`src/rtl/serial_tx_frame.sv`:
```
// Serial frame transmitter: start bit, DATA_W data bits LSB first, optional
// parity bit, then STOP_BITS stop bits on the idle-high line y. A producer
// hands over a word with a valid/ready handshake; abort cancels a frame in flight.
module serial_tx_frame #(
    parameter int DATA_W       = 8,
    parameter int CLKS_PER_BIT = 16,
    parameter int PARITY_EN    = 1,
    parameter int PARITY_ODD   = 0,
    parameter int STOP_BITS    = 1
) (
    input  logic              clk,
    input  logic              reset_n,
    input  logic [DATA_W-1:0] tx_data,
    input  logic              tx_valid,
    output logic              tx_ready,
    input  logic              abort,
    output logic              y,
    output logic              mesgul,
    output logic              frame_done
);

    // The timer must reach the longest single state, the stop period.
    localparam int TW = (STOP_BITS * CLKS_PER_BIT > 2) ? $clog2(STOP_BITS * CLKS_PER_BIT) : 1;
    localparam int IW = (DATA_W > 1) ? $clog2(DATA_W) : 1;

    localparam logic [TW-1:0] BIT_LAST  = TW'(CLKS_PER_BIT - 1);
    localparam logic [TW-1:0] STOP_LAST = TW'(STOP_BITS * CLKS_PER_BIT - 1);
    localparam logic [IW-1:0] IDX_LAST  = IW'(DATA_W - 1);

    typedef enum logic [2:0] {
        S_IDLE,
        S_START,
        S_DATA,
        S_PARITY,
        S_STOP
    } state_t;

    state_t            state_q, state_d;
    logic [TW-1:0]     timer_q, timer_d;
    logic [IW-1:0]     idx_q, idx_d;
    logic [DATA_W-1:0] shreg_q, shreg_d;
    logic              parity_q, parity_d;
    logic              y_q, y_d;
    logic              mesgul_q, mesgul_d;
    logic              frame_done_q, frame_done_d;

    // Ready depends only on state and abort, never on tx_valid.
    assign tx_ready   = (state_q == S_IDLE) && !abort;
    assign y          = y_q;
    assign mesgul     = mesgul_q;
    assign frame_done = frame_done_q;

    // Next-state, bit timing and registered-output computation.
    always_comb begin
        state_d      = state_q;
        timer_d      = timer_q;
        idx_d        = idx_q;
        shreg_d      = shreg_q;
        parity_d     = parity_q;

        if (abort && (state_q != S_IDLE)) begin
            // Abort wins over any timer advance this cycle.
            state_d = S_IDLE;
            timer_d = '0;
            idx_d   = '0;
        end else begin
            case (state_q)
                S_IDLE: begin
                    if (tx_ready && tx_valid) begin
                        shreg_d  = tx_data;
                        parity_d = (^tx_data) ^ (PARITY_ODD != 0);
                        state_d  = S_START;
                        timer_d  = BIT_LAST;
                        idx_d    = '0;
                    end
                end
                S_START: begin
                    if (timer_q == '0) begin
                        state_d = S_DATA;
                        timer_d = BIT_LAST;
                        idx_d   = '0;
                    end else begin
                        timer_d = timer_q - TW'(1);
                    end
                end
                S_DATA: begin
                    if (timer_q == '0) begin
                        if (idx_q == IDX_LAST) begin
                            idx_d = '0;
                            if (PARITY_EN != 0) begin
                                state_d = S_PARITY;
                                timer_d = BIT_LAST;
                            end else begin
                                state_d = S_STOP;
                                timer_d = STOP_LAST;
                            end
                        end else begin
                            idx_d   = idx_q + IW'(1);
                            shreg_d = shreg_q >> 1;
                            timer_d = BIT_LAST;
                        end
                    end else begin
                        timer_d = timer_q - TW'(1);
                    end
                end
                S_PARITY: begin
                    if (timer_q == '0) begin
                        state_d = S_STOP;
                        timer_d = STOP_LAST;
                    end else begin
                        timer_d = timer_q - TW'(1);
                    end
                end
                S_STOP: begin
                    if (timer_q == '0) begin
                        state_d = S_IDLE;
                    end else begin
                        timer_d = timer_q - TW'(1);
                    end
                end
                default: begin
                    state_d = S_IDLE;
                    timer_d = '0;
                    idx_d   = '0;
                end
            endcase
        end

        // Outputs are derived from the next state so they register in step with it.
        case (state_d)
            S_START:  y_d = 1'b0;
            S_DATA:   y_d = shreg_d[0];
            S_PARITY: y_d = parity_d;
            default:  y_d = 1'b1;
        endcase
        mesgul_d     = (state_d != S_IDLE);
        frame_done_d = (state_d == S_STOP) && (timer_d == '0);
    end

    // State and output registers; reset forces the line idle immediately.
    always_ff @(posedge clk or negedge reset_n) begin
        if (!reset_n) begin
            state_q      <= S_IDLE;
            timer_q      <= '0;
            idx_q        <= '0;
            shreg_q      <= '0;
            parity_q     <= 1'b0;
            y_q          <= 1'b1;
            mesgul_q     <= 1'b0;
            frame_done_q <= 1'b0;
        end else begin
            state_q      <= state_d;
            timer_q      <= timer_d;
            idx_q        <= idx_d;
            shreg_q      <= shreg_d;
            parity_q     <= parity_d;
            y_q          <= y_d;
            mesgul_q     <= mesgul_d;
            frame_done_q <= frame_done_d;
        end
    end

endmodule

```
`config.mk`:
```
export PLATFORM = sky130hd
export DESIGN_NAME = serial_tx_frame
export DESIGN_NICKNAME = d
export VERILOG_FILES = /design/src/rtl/serial_tx_frame.sv
export SDC_FILE = /design/constraint.sdc
export NUM_CORES = 1
export LEC_CHECK = 0
export BUFFER_PORTS_ARGS = -buffer_cell sky130_fd_sc_hd__buf_2
export CORE_UTILIZATION = 45
export CTS_CLUSTER_SIZE = 30
export DETAILED_ROUTE_END_ITERATION = 10
export PLACE_DENSITY = 0.7
export SLEW_MARGIN = 25
export SYNTH_ARGS = -nofsm -noshare
export SYNTH_HDL_FRONTEND = slang
export SYNTH_SLANG_ARGS = --single-unit
```
`constraint.sdc`:
```
create_clock -name clk -period 5 [get_ports clk]
set_clock_uncertainty 0.05 [all_clocks]
set_input_delay 0.25 -clock clk [delete_from_list [all_inputs] [get_ports clk]]
set_output_delay 0.25 -clock clk [all_outputs]
set_load 0.02 [all_outputs]
```
### Yosys cells after proc, flatten, opt, wreduce, memory -nomap -nowiden

Cells that the tools add are included.

* add/sub/neg operators: 2
* multipliers: 0
* div/mod/pow operators: 0
* magnitude comparators: 0
* equality and inequality tests: 16
* shifts and indexed selects: 0
* muxes and demuxes: 28
* bitwise operators: 1
* reductions and logical operators: 16

Operators by type and width (number)
* $mux 3: 12
* $mux 8: 3
* $mux 4: 4
* $pmux 8 s2: 1
* $pmux 3 s5: 1
* $eq 3x2->1 const B: 4
* $pmux 3 s4: 1
* $pmux 4 s3: 1
* $eq 3x3->1 const B: 3
* $logic_not 4->1: 2
* $reduce_xor 8->1: 1
* $eq 3x1->1 const B: 2
* $ne 3x3->1 const B: 2
* $reduce_bool 3->1: 2
* $reduce_and 5->1: 1
* $logic_and 1x1->1: 4
* $mux 1: 4
* $ne 2x1->1 const B: 2
* $ne 2x2->1 const B: 2
* $reduce_and 4->1: 1
* $sub 4x1->4 const B: 1
* $add 3x1->3 const B: 1
* $logic_not 3->1: 1
* $ne 3x1->1 const B: 1
* 6 further kinds: 6

* register bits: 22
* latch bits: 0
* RAM bits: 0
* bits in read-only memories: 0
* bits of input ports: 12
* output and inout bits: 4
* logic and storage cells: 72
* memories kept: 0

### Depth between registers and ports, before layout

Gate-level depths: netlist of run 1.

* depth after elaboration: 8
* depth in mapped cells: 9
* gate-level depth less buffers: 9

### Worst setup path after synthesis of run 1

Ideal clock, no wire load.

* path kind: reg-to-reg
* start: register timer_q[0]
* end: register idx_q[1]
* library setup time: 0.083 ns
* arrival time: 1.800 ns
* required time: 4.867 ns
* slack: 3.068 ns
* cell stages (with the launch flop): 9
* buffers on the path: 0
* path through: dfrtp_1 -> inv_1 -> ha_1 -> nor3b_4 -> inv_4 -> maj3_2 -> a211oi_4 -> nand3_1 -> o21ai_0

* longest elaborated chain between the ends: 3
* elaborated cells between the ends (all ways): 4

RTL lines
* from (decl): RTL line 39 `logic [TW-1:0] timer_q, timer_d;`
* from (signal assigned): RTL line 153 `timer_q <= timer_d;`
* $logic_not 4->1 (*): RTL line 78, 87
* $ne 3x3->1 (no line)
* $reduce_and 4->1 (no line) (*)
* to (signal assigned): RTL line 154 `idx_q <= idx_d;`
* to (decl): RTL line 40 `logic [IW-1:0] idx_q, idx_d;`

Mark *: on every way between the ends. The rest lies on a longest branch, timed or not.
A chain may end at the register's enable or synchronous reset.

### Final worst setup path of run 1

* start: register state_q[2]
* end: register shreg_q[2]

* longest elaborated chain between the ends: 5
* elaborated cells between the ends (all ways): 13

RTL lines
* from (decl): RTL line 38 `state_t state_q, state_d;`
* from (signal assigned): RTL line 152 `state_q <= state_d;`
* $logic_not 3->1: RTL line 48, 67
* $logic_and 1x1->1: RTL line 48 `assign tx_ready = (state_q == S_IDLE) && !abort;`
* $logic_and 1x1->1: RTL line 69 `if (tx_ready && tx_valid) begin`
* $ne 2x1->1 (no line)
* $reduce_and 5->1 (no line)
* to (signal assigned): RTL line 155 `shreg_q <= shreg_d;`
* to (decl): RTL line 41 `logic [DATA_W-1:0] shreg_q, shreg_d;`

Several ways; a longest one is shown, not always the timed one.

==> qor.csv, run 1 <==
stage,metric,value,unit
layout,NumNets Final,175,
global_route,first-pass GRT wire length,5040,um
sta,Slew @ Worst Pin,0.727,ns
worst_setup_path,FF-to-FF Start,state_q[2],
logic_synthesis,Post-Syn Area per Cell,9.70,sq um
global_route,number of global-route vias before repair,1075,
sta,worst setup slack after layout,2.68,ns
die,die area,3380,sq um
die,top-level port count,16,
layout,"commonest non-fill, non-tap cell in the layout",dfrtp_1,
clock_tree,clock slew seen by the registers of the worst setup and hold paths,0.13,ns
layout,most frequent cells in the layout,"dfrtp_1 (21), buf_2 (15), nor2_1 (11), nand2_1 (11)",
clock_tree,setup bufs post-CTS,0,
placed_design,Post-DP HPWL,2040,um
routing,DR DRC count,0,
routing,DRT Wirelength,2890,um
logic_synthesis,synthesized area,1420,sq um
clock_tree,Num CTS Buffers,3,
worst_setup_path,Worst setup EP type,flop,
job,Max Cap Viol,0,
clock_tree,clk sinks,22,
routing,DR pass1 iterations,4,
logic_synthesis,number of synthesis warnings,0,
layout,layout cells sized above 1,19.0,%
power,Max VDD drop,0.282,mV
sta,RSZ-0062 raised after global routing,no,
hold_path,worst hold-check path type,input pin to flop,
global_route,initial antenna violation count,0,
routing,Vias/cell,5.65,
sta,hold_ws,0.138,ns
logic_synthesis,"Seq/Total Area, Yosys",39.0,%
clock_tree,Clock Tree Buf Depth,2,
routing,drt wl/cell,14.4,um
sta,Tcrit/Tclk final,46.5,%
sta,Max Clk Rate,431,MHz
worst_setup_path,CP startpoint kind,flop,
sta,fin crit period,2.32,ns
worst_setup_path,crit path DAT,2.45,ns
die,die height,58.1,um
global_route,GRT Residual Overflow,0,
sta,count of final hold-check violations,0,
logic_synthesis,Synthesized Nets,162,
routing,via count,1129,
status,status,"finished, final reports clean",
hold_path,Hold Path Origin,tx_data[7],
worst_setup_path,Setup CP Type,flop to flop,
layout,Diodes inserted,0,
clock_tree,Clock Root Buffer,clkbuf_4,
sta,Setup TNS Final,0,ns
logic_synthesis,Mapped Cells,146,
sta,Slew HR,51.4,%
worst_setup_path,Critical Path RT,5.12,ns
logic_synthesis,"area leader, netlist",dfrtp_1,
logic_synthesis,post-synthesis register bit count,22,
global_route,Total Routing Usage GR,19.3,%
logic_synthesis,number of synthesized flops with an enable pin,0,
logic_synthesis,synth unique cells,47,
logic_synthesis,Post-synth ARST share,100,%
power,total power draw,0.000728,W
worst_setup_path,FF-to-FF path depth,4,
placed_design,setup slack after placement,2.71,ns
die,die width,58.1,um
logic_synthesis,Yosys top cell area share,37.1,%
placed_design,RD Place Congestion,0.824,
routing,Initial DRC Count,63,
die,core outline area,2880,sq um
hold_path,hold depth,2,
logic_synthesis,Main synth FF type,dfrtp_1,
placed_design,# port buffers,15,
worst_setup_path,CP startpoint,state_q[2],
die,initial core utilization,49.2,%
worst_setup_path,worst-path fanout max,20,
global_route,largest net degree at the start of global routing,23,
die,std cell rows,19,
layout,Layout area overhead,7.95,%
routing,Post-DRT Antenna Nets,0,
sta,Finish-stage setup viols,0,
clock_tree,htree depth,1,
clock_tree,clk_lat worst skew,0.31,ns
layout,Util after Layout,53.2,%
clock_tree,TritonCTS clock tree,yes,
sta,Max Slew Vio Count,0,
logic_synthesis,top area cells in the synthesized netlist,"dfrtp_1 (37%), xnor2_1 (4.3%), ha_1 (3.5%)",
power,leakage,0.619,nW
power,pwr dens,476,nW/um^2
==> path summary, 6_finish.rpt <==
path / slack (ns) / endpoint
worst max-delay path: 2.68 / shreg_q[2]
worst min register to register: 0.45 / shreg_q[2]
min in group asynchronous: 0.36 / idx_q[0]
worst min-delay path: 0.14 / shreg_q[7]
max in group asynchronous: 4.19 / y
worst max register to register: 2.68 / shreg_q[2]
==> worst max-delay path, cell delays in order (launching register included) <==
cell and delay [ns]:
dfrtp_1 0.83, nor4_4 0.11, and2_1 0.35, nor2_1 0.64, o21ai_0 0.20
==> through the flow <==
stage	area, sq um	std cells
2_1_floorplan	1420	146
3_3_place_gp	1470	195
3_5_place_dp	1470	195
4_1_cts	1530	200
5_1_grt	1530	200
6_report	1530	200
==> sequential cells by signal, summed over array words and instances (netlist names) <==
signal / cells
mesgul: 1
shreg_q: 8
frame_done: 1
timer_q: 4
parity_q: 1
y: 1
state_q: 3
idx_q: 3
==> report_power, final <==
part	total, W	internal, W	switching (W)
clock network	0.000139	0.0000810	0.0000584
registers	0.000286	0.000231	0.0000559
logic	0.000302	0.000126	0.000176
==> logic make-up (layout without fill, tap and decap cells) <==
| kind of cell | after synthesis | count (layout) | share of synthesized area [%] |
|---|---|---|---|
| AOI/OAI and AO/OA | 42 | 42 | 19.5 |
| DFF | 22 | 22 | 39.0 |
| and+or+nand+nor | 52 | 52 | 23.2 |
| adders and majority gates | 5 | 5 | 4.33 |
| xor gates and xnor gates | 7 | 7 | 4.33 |
| buffers and inverters | 15 | 27 | 7.51 |
| muxes | 3 | 3 | 2.12 |
==> metal layers <==
| metal | GRT usage, % | up-vias | share of wire, % |
|---|---|---|---|
| met5 | 0 | - | 0 |
| met4 | 5.10 | 0 | 0.76 |
| met3 | 2.90 | 2 | 4.7 |
| met2 | 30.7 | 38 | 48 |
| met1 | 27.6 | 542 | 47 |
| li1 | - | 547 | - |
==> synth_stat cells, types with 2 or more instances <==
cell and n:
inv_1 6, nor2_1 11, a31oi_1 2, nand2b_1 2, a21oi_1 9, nand2_1 11, dfrtp_1 21, nor3b_1 6
buf_6 3, mux2i_1 3, o21ai_1 4, nand3_1 6, clkbuf_8 2, a22oi_1 6, xnor2_1 7, o21a_1 2
o21ai_0 9, o31ai_1 2, nor3_1 3, ha_1 4
==> what timing repair did <==
action / in CTS / in global routing
gates resized for setup: 0 / 0
hold endpoints to repair: 21 / 0
hold buffers: 1 / 0
==> area by class of cell <==
type	instances	area (sq um)
clock inverter	1	30.0
sequential	22	552
clock buffer	3	22.5
timing repair buffer	16	85.1
fill	266	1350
tap	42	52.6
inverter	7	28.8
multi-input combinational	109	758
Power figures use the tool's default switching activity.
==> run 2, diff against run 1 <==
--- a/config.mk
+++ b/config.mk
@@ -9,7 +9,7 @@
 export CORE_UTILIZATION = 45
 export CTS_CLUSTER_SIZE = 30
 export DETAILED_ROUTE_END_ITERATION = 10
-export PLACE_DENSITY = 0.7
+export PLACE_DENSITY = 0.72
 export SLEW_MARGIN = 25
 export SYNTH_ARGS = -nofsm -noshare
 export SYNTH_HDL_FRONTEND = slang
==> constraint.sdc (replaced) <==
create_clock -name clk -period 2.05 [get_ports clk]
set_clock_uncertainty 0.05 [all_clocks]
set_input_delay 0.1025 -clock clk [delete_from_list [all_inputs] [get_ports clk]]
set_output_delay 0.1025 -clock clk [all_outputs]
set_load 0.02 [all_outputs]
==> run 2 against run 1 <==
Net effect:
- critical endpoint is now frame_done
- die area unchanged
- routed wire length grew 8.8%
- utilization up 4.2 points
- non-clock buffer count is 13 higher
- hold slack worse by 0.080 ns
- largest cell class unchanged
- final cell count rose by 6.5%
- highest routed layer unchanged
==> qor.csv, run 2 (same netlist as run 1, synthesis figures left out) <==
stage,metric,value,unit
routing,drt wl/cell,14.7,um
sta,Finish-stage setup viols,0,
worst_setup_path,CP Buf/Inv Count,2,
layout,layout cells sized above 1,29.8,%
worst_setup_path,worst-path cell chain,"inv_1, ha_2, nor3b_4, inv_4, and3_1, a2bb2o_2, a21oi_2, nor4_2",
hold_path,Hold Path Origin,tx_data[4],
sta,Slew HR,67.8,%
layout,Largest register FFs,8,
power,Clk pwr share,12.9,%
placed_design,# placed instances,203,
global_route,GRT Residual Overflow,0,
clock_tree,clk sinks,22,
routing,DRT Wirelength,3140,um
layout,Reg with most FFs,shreg_q,
placed_design,Post-DP HPWL,2310,um
status,status,"finished, final reports clean",
hold_path,sink of the worst hold path,shreg_q[4],
layout,fin area,1650,sq um
power,leakage,0.681,nW
layout,most frequent cells in the layout,"dfrtp_1 (21), buf_2 (15), nand2_1 (11), buf_4 (11)",
power,total power draw,0.00182,W
sta,fin crit period,2.02,ns
clock_tree,TritonCTS clock tree,yes,
worst_setup_path,Top delay family on crit path,simple AND/OR/NAND/NOR gates,
layout,Diodes inserted,0,
placed_design,RD Place Congestion,1.00,
layout,"commonest non-fill, non-tap cell in the layout",dfrtp_1,
clock_tree,Num CTS Buffers,3,
clock_tree,Clock Root Buffer,clkbuf_4,
die,core outline area,2880,sq um
routing,Vias/cell,5.64,
sta,Tcrit/Tclk final,98.4,%
power,Net Sw Frac,41.4,%
layout,Util after Layout,57.3,%
worst_setup_path,FF-to-FF path depth,8,
hold_path,hold depth,3,
clock_tree,Clock Tree Buf Depth,2,
die,top-level port count,16,
routing,DR DRC count,0,
layout,Post-Layout Cell Count,213,
routing,via count,1201,
die,initial core utilization,49.2,%
worst_setup_path,Setup CP Type,flop to flop,
sta,RSZ-0062 raised after global routing,yes,
worst_setup_path,crit path DAT,2.17,ns
power,Psw,0.000755,W
hold_path,worst hold-check path type,input pin to flop,
die,std cell rows,19,
layout,Layout area overhead,16.4,%
sta,Max Slew Vio Count,0,
worst_setup_path,R2R Path End,frame_done,
power,combinational share of power,48.6,%
worst_setup_path,FF-to-FF Start,timer_q[0],
worst_setup_path,Slowest cell on crit path,dfrtp_1,
power,pwr dens,1110,nW/um^2
worst_setup_path,Worst setup EP type,flop,
power,Max VDD drop,0.798,mV
worst_setup_path,CP startpoint kind,flop,
die,die height,58.1,um
worst_setup_path,worst-path fanout max,9,
clock_tree,htree depth,1,
worst_setup_path,Critical Path RT,2.20,ns
routing,Post-DRT Antenna Nets,0,
global_route,Total Routing Usage GR,21.5,%
power,sequential power share,38.5,%
sta,Slew @ Worst Pin,0.483,ns
clock_tree,clock slew seen by the registers of the worst setup and hold paths,0.12,ns
sta,Max Clk Rate,496,MHz
power,internal power,0.00107,W
placed_design,Post-DP Area,1530,sq um
global_route,number of global-route vias before repair,1207,
clock_tree,clk_lat worst skew,0.30,ns
die,die width,58.1,um
job,Max Cap Viol,0,
placed_design,# port buffers,15,
global_route,first-pass GRT wire length,5570,um
worst_setup_path,"reg-to-reg slack, setup",0.03,ns
sta,count of final hold-check violations,0,
die,die area,3380,sq um
global_route,initial antenna violation count,0,
layout,Regs by FF count,"shreg_q: 8 flops, timer_q: 4 flops",
layout,NumNets Final,188,
routing,DR pass1 iterations,4,
routing,Initial DRC Count,41,
global_route,largest net degree at the start of global routing,23,
worst_setup_path,max incr delay on CP,0.43,ns
==> run 2: cell types whose count changed in the layout (fill, tap and decap cells not counted), sizes merged <==
cell / previous run / this run
buf: 15 / 27
bufinv: 1 / 0
clkbuf: 3 / 4
dlygate4sd3: 1 / 2
==> run 2: worst max-delay path by stage <==
stage / start / end / slack, ns / depth (start not counted)
2_1_floorplan: timer_q[0] / idx_q[1] / 0.12 / 8
3_3_place_gp: timer_q[0] / idx_q[2] / 0.14 / 8
3_5_place_dp: timer_q[0] / frame_done / 0.05 / 8
4_1_cts: timer_q[0] / frame_done / 0.02 / 8
5_1_grt: timer_q[1] / y / -0.09 / 8
6_report: timer_q[0] / frame_done / 0.03 / 8
==> run 2: power by group through the flow <==
stage | Clock [W] | Sequential (W) | Combinational (W)
finish | 0.000235 | 0.000702 | 0.000886
floorplan | 0 | 0.000666 | 0.000647
global placement | 0 | 0.000699 | 0.000748
global route | 0.000260 | 0.000719 | 0.000974
CTS | 0.000247 | 0.000701 | 0.000777
detailed placement | 0 | 0.000708 | 0.000770
==> run 2: area by class of cell <==
cell class                      instances  area [sq um]
Timing Repair Buffer                   29           189
Fill cell                             241          1230
Inverter                                7          28.8
Sequential cell                        22           552
Tap cell                               42          52.6
Clock buffer                            4          36.3
Multi-Input combinational cell        109           791
==> run 2: metal layers <==
layer	up-vias	track usage [%]	wire length (um)
met3	4	4.24	154
met2	42	32.5	1480
met1	579	30.6	1470
met5	-	0	0
li1	576	-	-
met4	0	8.16	36
==> run 2: per-stage QoR <==
stage | setup TNS, ns | setup slack [ns] | hold WS [ns]
finish | 0 | 0.0327 | 0.0581
global route | -0.246 | -0.0929 | 0.0796
CTS | 0 | 0.0223 | 0.0507
detailed placement | 0 | 0.0467 | 0.0377
floorplan | 0 | 0.118 | -0.243
global placement | 0 | 0.141 | 0.0295
==> run 2: repair_timing <==
item                                    4_1_cts  5_1_grt
hold endpoints to repair                     22        0
endpoints found under the setup margin        0       12
hold buffers                                  2        0
resized for setup                             0       10
setup buffers                                 0        4
==> run 2: tightest hold or removal path, stage by stage <==
cell and delay [ns]:
buf_2 0.10, a22oi_1 0.07, o21ai_1 0.11
